$ cat src/rtl/bomberman_pkg.sv
// Shared types and widths for the bomberman sprite movement controller.
// Optional feature macro used by the controller: BOMBERMAN_RUN_EN.
package bomberman_pkg;

    localparam int COORD_W = 4;
    localparam int PIX_W   = 10;

    typedef enum logic [1:0] {IDLE, REQ, MOVE} state_t;

    typedef enum logic [1:0] {DIR_UP, DIR_DOWN, DIR_LEFT, DIR_RIGHT} dir_t;

endpackage

$ cat src/rtl/bomberman_dir_sel.sv
// Button priority (up > down > left > right) plus grid bounds check.
// The target is valid only when the chosen neighbour lies inside the grid.
module bomberman_dir_sel
    import bomberman_pkg::*;
#(
    parameter int COLS = 10,
    parameter int ROWS = 7
) (
    input  logic               btn_up,
    input  logic               btn_down,
    input  logic               btn_left,
    input  logic               btn_right,
    input  logic [COORD_W-1:0] cell_col,
    input  logic [COORD_W-1:0] cell_row,
    output logic               valid,
    output dir_t               dir,
    output logic [COORD_W-1:0] tgt_col,
    output logic [COORD_W-1:0] tgt_row
);

    localparam logic [COORD_W-1:0] LAST_COL = COORD_W'(COLS - 1);
    localparam logic [COORD_W-1:0] LAST_ROW = COORD_W'(ROWS - 1);

    // The highest-priority button wins even if its target is off-grid.
    always_comb begin
        valid   = 1'b0;
        dir     = DIR_UP;
        tgt_col = cell_col;
        tgt_row = cell_row;
        if (btn_up) begin
            dir     = DIR_UP;
            valid   = (cell_row != '0);
            tgt_row = cell_row - COORD_W'(1);
        end else if (btn_down) begin
            dir     = DIR_DOWN;
            valid   = (cell_row < LAST_ROW);
            tgt_row = cell_row + COORD_W'(1);
        end else if (btn_left) begin
            dir     = DIR_LEFT;
            valid   = (cell_col != '0);
            tgt_col = cell_col - COORD_W'(1);
        end else if (btn_right) begin
            dir     = DIR_RIGHT;
            valid   = (cell_col < LAST_COL);
            tgt_col = cell_col + COORD_W'(1);
        end
    end

endmodule

$ cat src/rtl/bomberman_move_ctrl.sv
// Frame-paced sprite movement: map query handshake, pixel walk and walk animation.
// Define BOMBERMAN_RUN_EN to add the 'run' input (double-speed steps and animation).
module bomberman_move_ctrl
    import bomberman_pkg::*;
#(
    parameter int CELL        = 64,
    parameter int STEP        = 4,
    parameter int COLS        = 10,
    parameter int ROWS        = 7,
    parameter int START_COL   = 0,
    parameter int START_ROW   = 0,
    parameter int ANIM_FRAMES = 8
) (
    input  logic               clk,
    input  logic               rst_n,
    input  logic               frame_tick,
    input  logic               btn_up,
    input  logic               btn_down,
    input  logic               btn_left,
    input  logic               btn_right,
`ifdef BOMBERMAN_RUN_EN
    input  logic               run,
`endif
    output logic               map_req,
    output logic [COORD_W-1:0] map_col,
    output logic [COORD_W-1:0] map_row,
    input  logic               map_ack,
    input  logic               map_free,
    output logic [PIX_W-1:0]   posx,
    output logic [PIX_W-1:0]   posy,
    output logic               anim_pos,
    output logic               moving,
    output logic [COORD_W-1:0] cell_col,
    output logic [COORD_W-1:0] cell_row
);

    localparam int OFF_W   = $clog2(CELL) + 1;
    localparam int CELL_SH = $clog2(CELL);
    localparam int ANIM_W  = (ANIM_FRAMES > 1) ? $clog2(ANIM_FRAMES) : 1;

    state_t state, next_state;
    dir_t   dir_q;

    logic [OFF_W-1:0]   offset;
    logic [ANIM_W-1:0]  anim_cnt;

    logic               sel_valid;
    dir_t               sel_dir;
    logic [COORD_W-1:0] sel_col, sel_row;

    logic [OFF_W-1:0]   step_amt;
    logic [OFF_W:0]     off_sum;
    logic               landing;
    logic [PIX_W-1:0]   step_px;
    logic [PIX_W-1:0]   land_x, land_y;
    logic [ANIM_W:0]    anim_inc, anim_sum;
    logic               anim_wrap;

    bomberman_dir_sel #(
        .COLS(COLS),
        .ROWS(ROWS)
    ) u_dir_sel (
        .btn_up    (btn_up),
        .btn_down  (btn_down),
        .btn_left  (btn_left),
        .btn_right (btn_right),
        .cell_col  (cell_col),
        .cell_row  (cell_row),
        .valid     (sel_valid),
        .dir       (sel_dir),
        .tgt_col   (sel_col),
        .tgt_row   (sel_row)
    );

`ifdef BOMBERMAN_RUN_EN
    assign step_amt = run ? OFF_W'(2 * STEP) : OFF_W'(STEP);
    assign anim_inc = run ? (ANIM_W+1)'(2) : (ANIM_W+1)'(1);
`else
    assign step_amt = OFF_W'(STEP);
    assign anim_inc = (ANIM_W+1)'(1);
`endif

    // Reaching or overshooting the cell snaps to the cell origin (run saturation).
    assign off_sum   = {1'b0, offset} + {1'b0, step_amt};
    assign landing   = (off_sum >= (OFF_W+1)'(CELL));
    assign step_px   = PIX_W'(step_amt);
    assign land_x    = PIX_W'(map_col) << CELL_SH;
    assign land_y    = PIX_W'(map_row) << CELL_SH;
    assign anim_sum  = {1'b0, anim_cnt} + anim_inc;
    assign anim_wrap = (anim_sum >= (ANIM_W+1)'(ANIM_FRAMES));

    always_ff @(posedge clk or negedge rst_n) begin
        if (!rst_n) state <= IDLE;
        else        state <= next_state;
    end

    always_comb begin
        next_state = state;
        case (state)
            IDLE:    if (frame_tick && sel_valid) next_state = REQ;
            REQ:     if (map_ack) next_state = map_free ? MOVE : IDLE;
            MOVE:    if (frame_tick && landing) next_state = IDLE;
            default: next_state = IDLE;
        endcase
    end

    // map_col/map_row keep the target through MOVE and supply the landing cell.
    always_ff @(posedge clk or negedge rst_n) begin
        if (!rst_n) begin
            map_req  <= 1'b0;
            map_col  <= '0;
            map_row  <= '0;
            dir_q    <= DIR_UP;
            offset   <= '0;
            anim_cnt <= '0;
            anim_pos <= 1'b0;
            moving   <= 1'b0;
            cell_col <= COORD_W'(START_COL);
            cell_row <= COORD_W'(START_ROW);
            posx     <= PIX_W'(START_COL * CELL);
            posy     <= PIX_W'(START_ROW * CELL);
        end else begin
            moving <= (next_state == MOVE);
            case (state)
                IDLE: begin
                    offset   <= '0;
                    anim_cnt <= '0;
                    anim_pos <= 1'b0;
                    if (frame_tick && sel_valid) begin
                        map_req <= 1'b1;
                        map_col <= sel_col;
                        map_row <= sel_row;
                        dir_q   <= sel_dir;
                    end
                end
                REQ: begin
                    if (map_ack) map_req <= 1'b0;
                end
                MOVE: begin
                    if (frame_tick) begin
                        if (landing) begin
                            posx     <= land_x;
                            posy     <= land_y;
                            cell_col <= map_col;
                            cell_row <= map_row;
                            offset   <= '0;
                            anim_cnt <= '0;
                            anim_pos <= 1'b0;
                        end else begin
                            offset <= off_sum[OFF_W-1:0];
                            case (dir_q)
                                DIR_UP:    posy <= posy - step_px;
                                DIR_DOWN:  posy <= posy + step_px;
                                DIR_LEFT:  posx <= posx - step_px;
                                DIR_RIGHT: posx <= posx + step_px;
                                default:   ;
                            endcase
                            if (anim_wrap) begin
                                anim_cnt <= ANIM_W'(anim_sum - (ANIM_W+1)'(ANIM_FRAMES));
                                anim_pos <= ~anim_pos;
                            end else begin
                                anim_cnt <= anim_sum[ANIM_W-1:0];
                            end
                        end
                    end
                end
                default: ;
            endcase
        end
    end

endmodule

$ cat config.mk
export PLATFORM = sky130hd
export DESIGN_NAME = bomberman_move_ctrl
export DESIGN_NICKNAME = d
export VERILOG_FILES = /design/src/rtl/bomberman_pkg.sv /design/src/rtl/bomberman_dir_sel.sv /design/src/rtl/bomberman_move_ctrl.sv
export SDC_FILE = /design/constraint.sdc
export NUM_CORES = 1
export LEC_CHECK = 0
export ABC_CLOCK_PERIOD_IN_PS = 2700
export CAP_MARGIN = 20
export CORE_UTILIZATION = 54
export DETAILED_ROUTE_END_ITERATION = 12
export GPL_ROUTABILITY_DRIVEN = 1
export PLACE_DENSITY = 0.81
export SLEW_MARGIN = 10
export SYNTH_ARGS = -nofsm -noshare
export SYNTH_HDL_FRONTEND = slang
export SYNTH_SLANG_ARGS = --single-unit
$ cat constraint.sdc
create_clock -name clk -period 2.7 [get_ports clk]
set_input_delay 0.54 -clock clk [delete_from_list [all_inputs] [get_ports clk]]
set_output_delay 0.54 -clock clk [all_outputs]
set_load 0.05 [all_outputs]
==> results.cfg <==
[run_status]
status = finished clean

[sta]
slew_headroom_pct = 55.5
setup_violations = 0
tightest_slew_ns = 0.660
fin_crit_sh_pct = 89.9
rsz0062_at_grt = no
fin_setup_tns_ns = 0
final_hold_viol_count = 0
fin_worst_skew_ns = 0.00675
holdWs_ns = 0.100
finalMaxSlewViolations = 0
min_period_ns = 2.43
fmax_mhz = 412

[grt]
grt_usage_pct = 24.5
grt_max_degree = 36
grt_pass1_wl_um = 10400
grt_pass1_vias = 2191
overflow = 0
antenna_found_initial = 0

[clocking]
cts_tree = yes
clockBufferDepth = 2
cts_inserted_buffers = 5
cts_resized = 0
htreeDepth = 2
postCtsHoldBufs = 0
path_clk_slew_ns = 0.09
insertion_delay_ns = 0.30
cts_root_buf = clkbuf_8
cts_sinks = 47
cts_setup_buffers = 0

[floorplan]
placementRows = 26
coreArea_mm2 = 0.00514
dieWidth_um = 75.1
io_pins = 48
die_area_mm2 = 0.00564
start_util_pct = 56.2
die_h_um = 75.1

[pwr]
ir_drop_uv = 560
total_power_w = 0.00416
power_density_mw_per_mm2 = 1190
leakagePower_nw = 1.56

[logic_synthesis]
netlist.area_leader.share_pct = 40.7
synth_area_leader_cell = dfrtp_1
ys_ff_latch = 47
synth_top_flop_cell = dfrtp_1
syn_area_mm2 = 0.00289
async_flop_share_pct = 100
synth_cell_types = 55
synth_area_leaders = dfrtp_1 (41%), ha_1 (8.7%), o21ai_0 (5.0%)
syn_inst = 294
syn_area_per_cell_um2 = 9.82
yosysWarnings = 0
synth_edf_count = 0
synth-seq-area-share_pct = 40.7

[worst_setup_path]
r2r_end = posx[9]
crit_path_cell_trace = nand2_1 > ha_1 > a211oi_1 > o21a_1 > o21ai_2 > xnor2_1 > a311o_1 > o21a_1
r2r_setup_slack_ns = 0.27
critPathMaxStageDelay_ns = 0.52
cp-end-kind = flip-flop
cp.required_ns = 2.89
crit_top_cell = o21a_1
cp_data_arrival_time_ns = 2.62
critical_path_class = reg -> reg
reg2reg_from = dir_q[1]
startpoint_type = flip-flop
rr_worst_depth = 8
cpMaxStageDelayCell = dfrtp_1
startpoint = dir_q[1]
path_max_fanout = 10

[route]
antenna_left = 0
vias_per_cell = 5.59
routed_wl_um = 6140
num_vias = 2310
drtIter0Drc = 100
route.detailed.drc = 0
firstDrtPassIters = 4
routedWlPerCell_um = 14.9

[flow_run]
cap_violations = 0

[place]
port_buffers = 43
place_congestion = 0.792
place_hpwl_um = 4620

[final_layout]
fin_util_pct = 68.1
antenna_cells = 0
syn2layout_area_growth_pct = 21.2
post_route_cells_drive_above_1_share_pct = 10.2
fin_nets = 373

[hold_path]
hp-class = in -> async
[synth_stat cells (all sizes together) (2+ instances only)]
cell type  count
nor3b          2
nor2          18
nor3           6
xor2           9
and2           2
a21boi         2
nand2         31
nor2b          4
and4bb         2
mux2i          3
ha            20
nand4          2
a21o           3
a31oi          3
dfrtp         47
fa             2
buf            9
a22oi          2
mux2          11
a22o           5
a41oi          3
o22ai          3
a21oi         19
inv           16
o21bai         2
o211ai         2
a211oi         3
xnor2          9
o21a           3
nand3          6
o21ai         33
[worst max-delay path: cells and delay by family (launching register included)]
| family | cells | cell delay (ns) |
|---|---|---|
| compound gates | 5 | 1.03 |
| flops | 1 | 0.52 |
| fa+ha+maj | 1 | 0.36 |
| simple gates | 1 | 0.26 |
| xor+xnor | 1 | 0.15 |
[through the flow]
stage | instances | worst slack, ns | area, um2
floorplan | 297 | 0.462 | 2900
detailed placement | 405 | 0.209 | 3380
CTS | 413 | 0.303 | 3500
global route | 413 | 0.0709 | 3500
finish | 413 | 0.273 | 3500
global placement | 405 | 0.304 | 3380
[how the worst max path moves through the flow]
| stage | end | slack [ns] | cells after the start |
|---|---|---|---|
| 2_1_floorplan | map_col[2] | 0.46 | 9 |
| 3_3_place_gp | map_col[0] | 0.30 | 5 |
| 3_5_place_dp | map_col[1] | 0.21 | 5 |
| 4_1_cts | posx[9] | 0.30 | 8 |
| 5_1_grt | posx[9] | 0.07 | 8 |
| 6_report | posx[9] | 0.27 | 8 |
[flip-flops by register name (all words and copies together) (netlist names), 2 cells and up]
signal	cells
dir_q	2
posy	8
offset	5
posx	8
cell_col	4
map_row	4
cell_row	4
map_col	4
anim_cnt	3
state	2
[cells by family (layout without fill, tap and decap cells)]
| family | after synthesis | count (layout) | share of synthesized area (%) |
|---|---|---|---|
| xor+xnor | 18 | 18 | 5.46 |
| buf+inv | 26 | 72 | 4.51 |
| fa+ha+maj | 22 | 22 | 10.1 |
| simple gates | 77 | 77 | 13.5 |
| compound gates | 89 | 89 | 19.5 |
| mux | 14 | 14 | 6.11 |
| flops | 47 | 47 | 40.7 |
| other cells | 1 | 4 | 0.130 |
[power breakdown]
group / switching, W / leakage [nW] / internal, W / total [W]
logic: 0.00150 / 0.927 / 0.000965 / 0.00246
registers: 0.000243 / 0.575 / 0.000908 / 0.00115
clock network: 0.000244 / 0.0618 / 0.000305 / 0.000549
total: 0.00199 / 1.56 / 0.00218 / 0.00416
[final cells by class]
type	instances	area, um2
clock inverter	2	38.8
sequential	47	1180
fill	424	1640
tap	70	87.6
timing repair buffer	48	463
clock buffer	6	82.6
multi-input combinational	224	1590
inverter	16	60.1
[layout by cell type, fill, tap and decap left out, types with 2 or more instances in the layout]
cell / count
dfrtp_1: 47
fa_1: 2
o21a_1: 3
a21oi_1: 19
mux2i_1: 3
nor3b_1: 2
nor2b_1: 4
inv_1: 16
o21ai_0: 29
a31oi_1: 3
nand3_1: 6
o211ai_1: 2
a41oi_1: 2
o21bai_1: 2
o21ai_1: 3
conb_1: 4
nand4_1: 2
a211oi_1: 3
xnor2_1: 9
nor2_4: 2
nor2_1: 15
nand2_1: 28
buf_4: 5
nor3_1: 6
ha_1: 20
a21o_1: 3
a22oi_1: 2
nand2_2: 3
a22o_1: 5
xor2_1: 9
mux2_4: 6
clkdlybuf4s50_1: 42
clkbuf_8: 6
o22ai_1: 3
mux2_2: 5
[routing by layer]
layer / wire [um] / vias to the layer above / GRT usage [%]
li1: - / 1139 / -
met5: 0 / - / 0
met4: 63 / 0 / 6.92
met3: 278 / 7 / 4.69
met2: 3000 / 68 / 40.6
met1: 2800 / 1096 / 32.7
(Power assumes the default switching activity.)
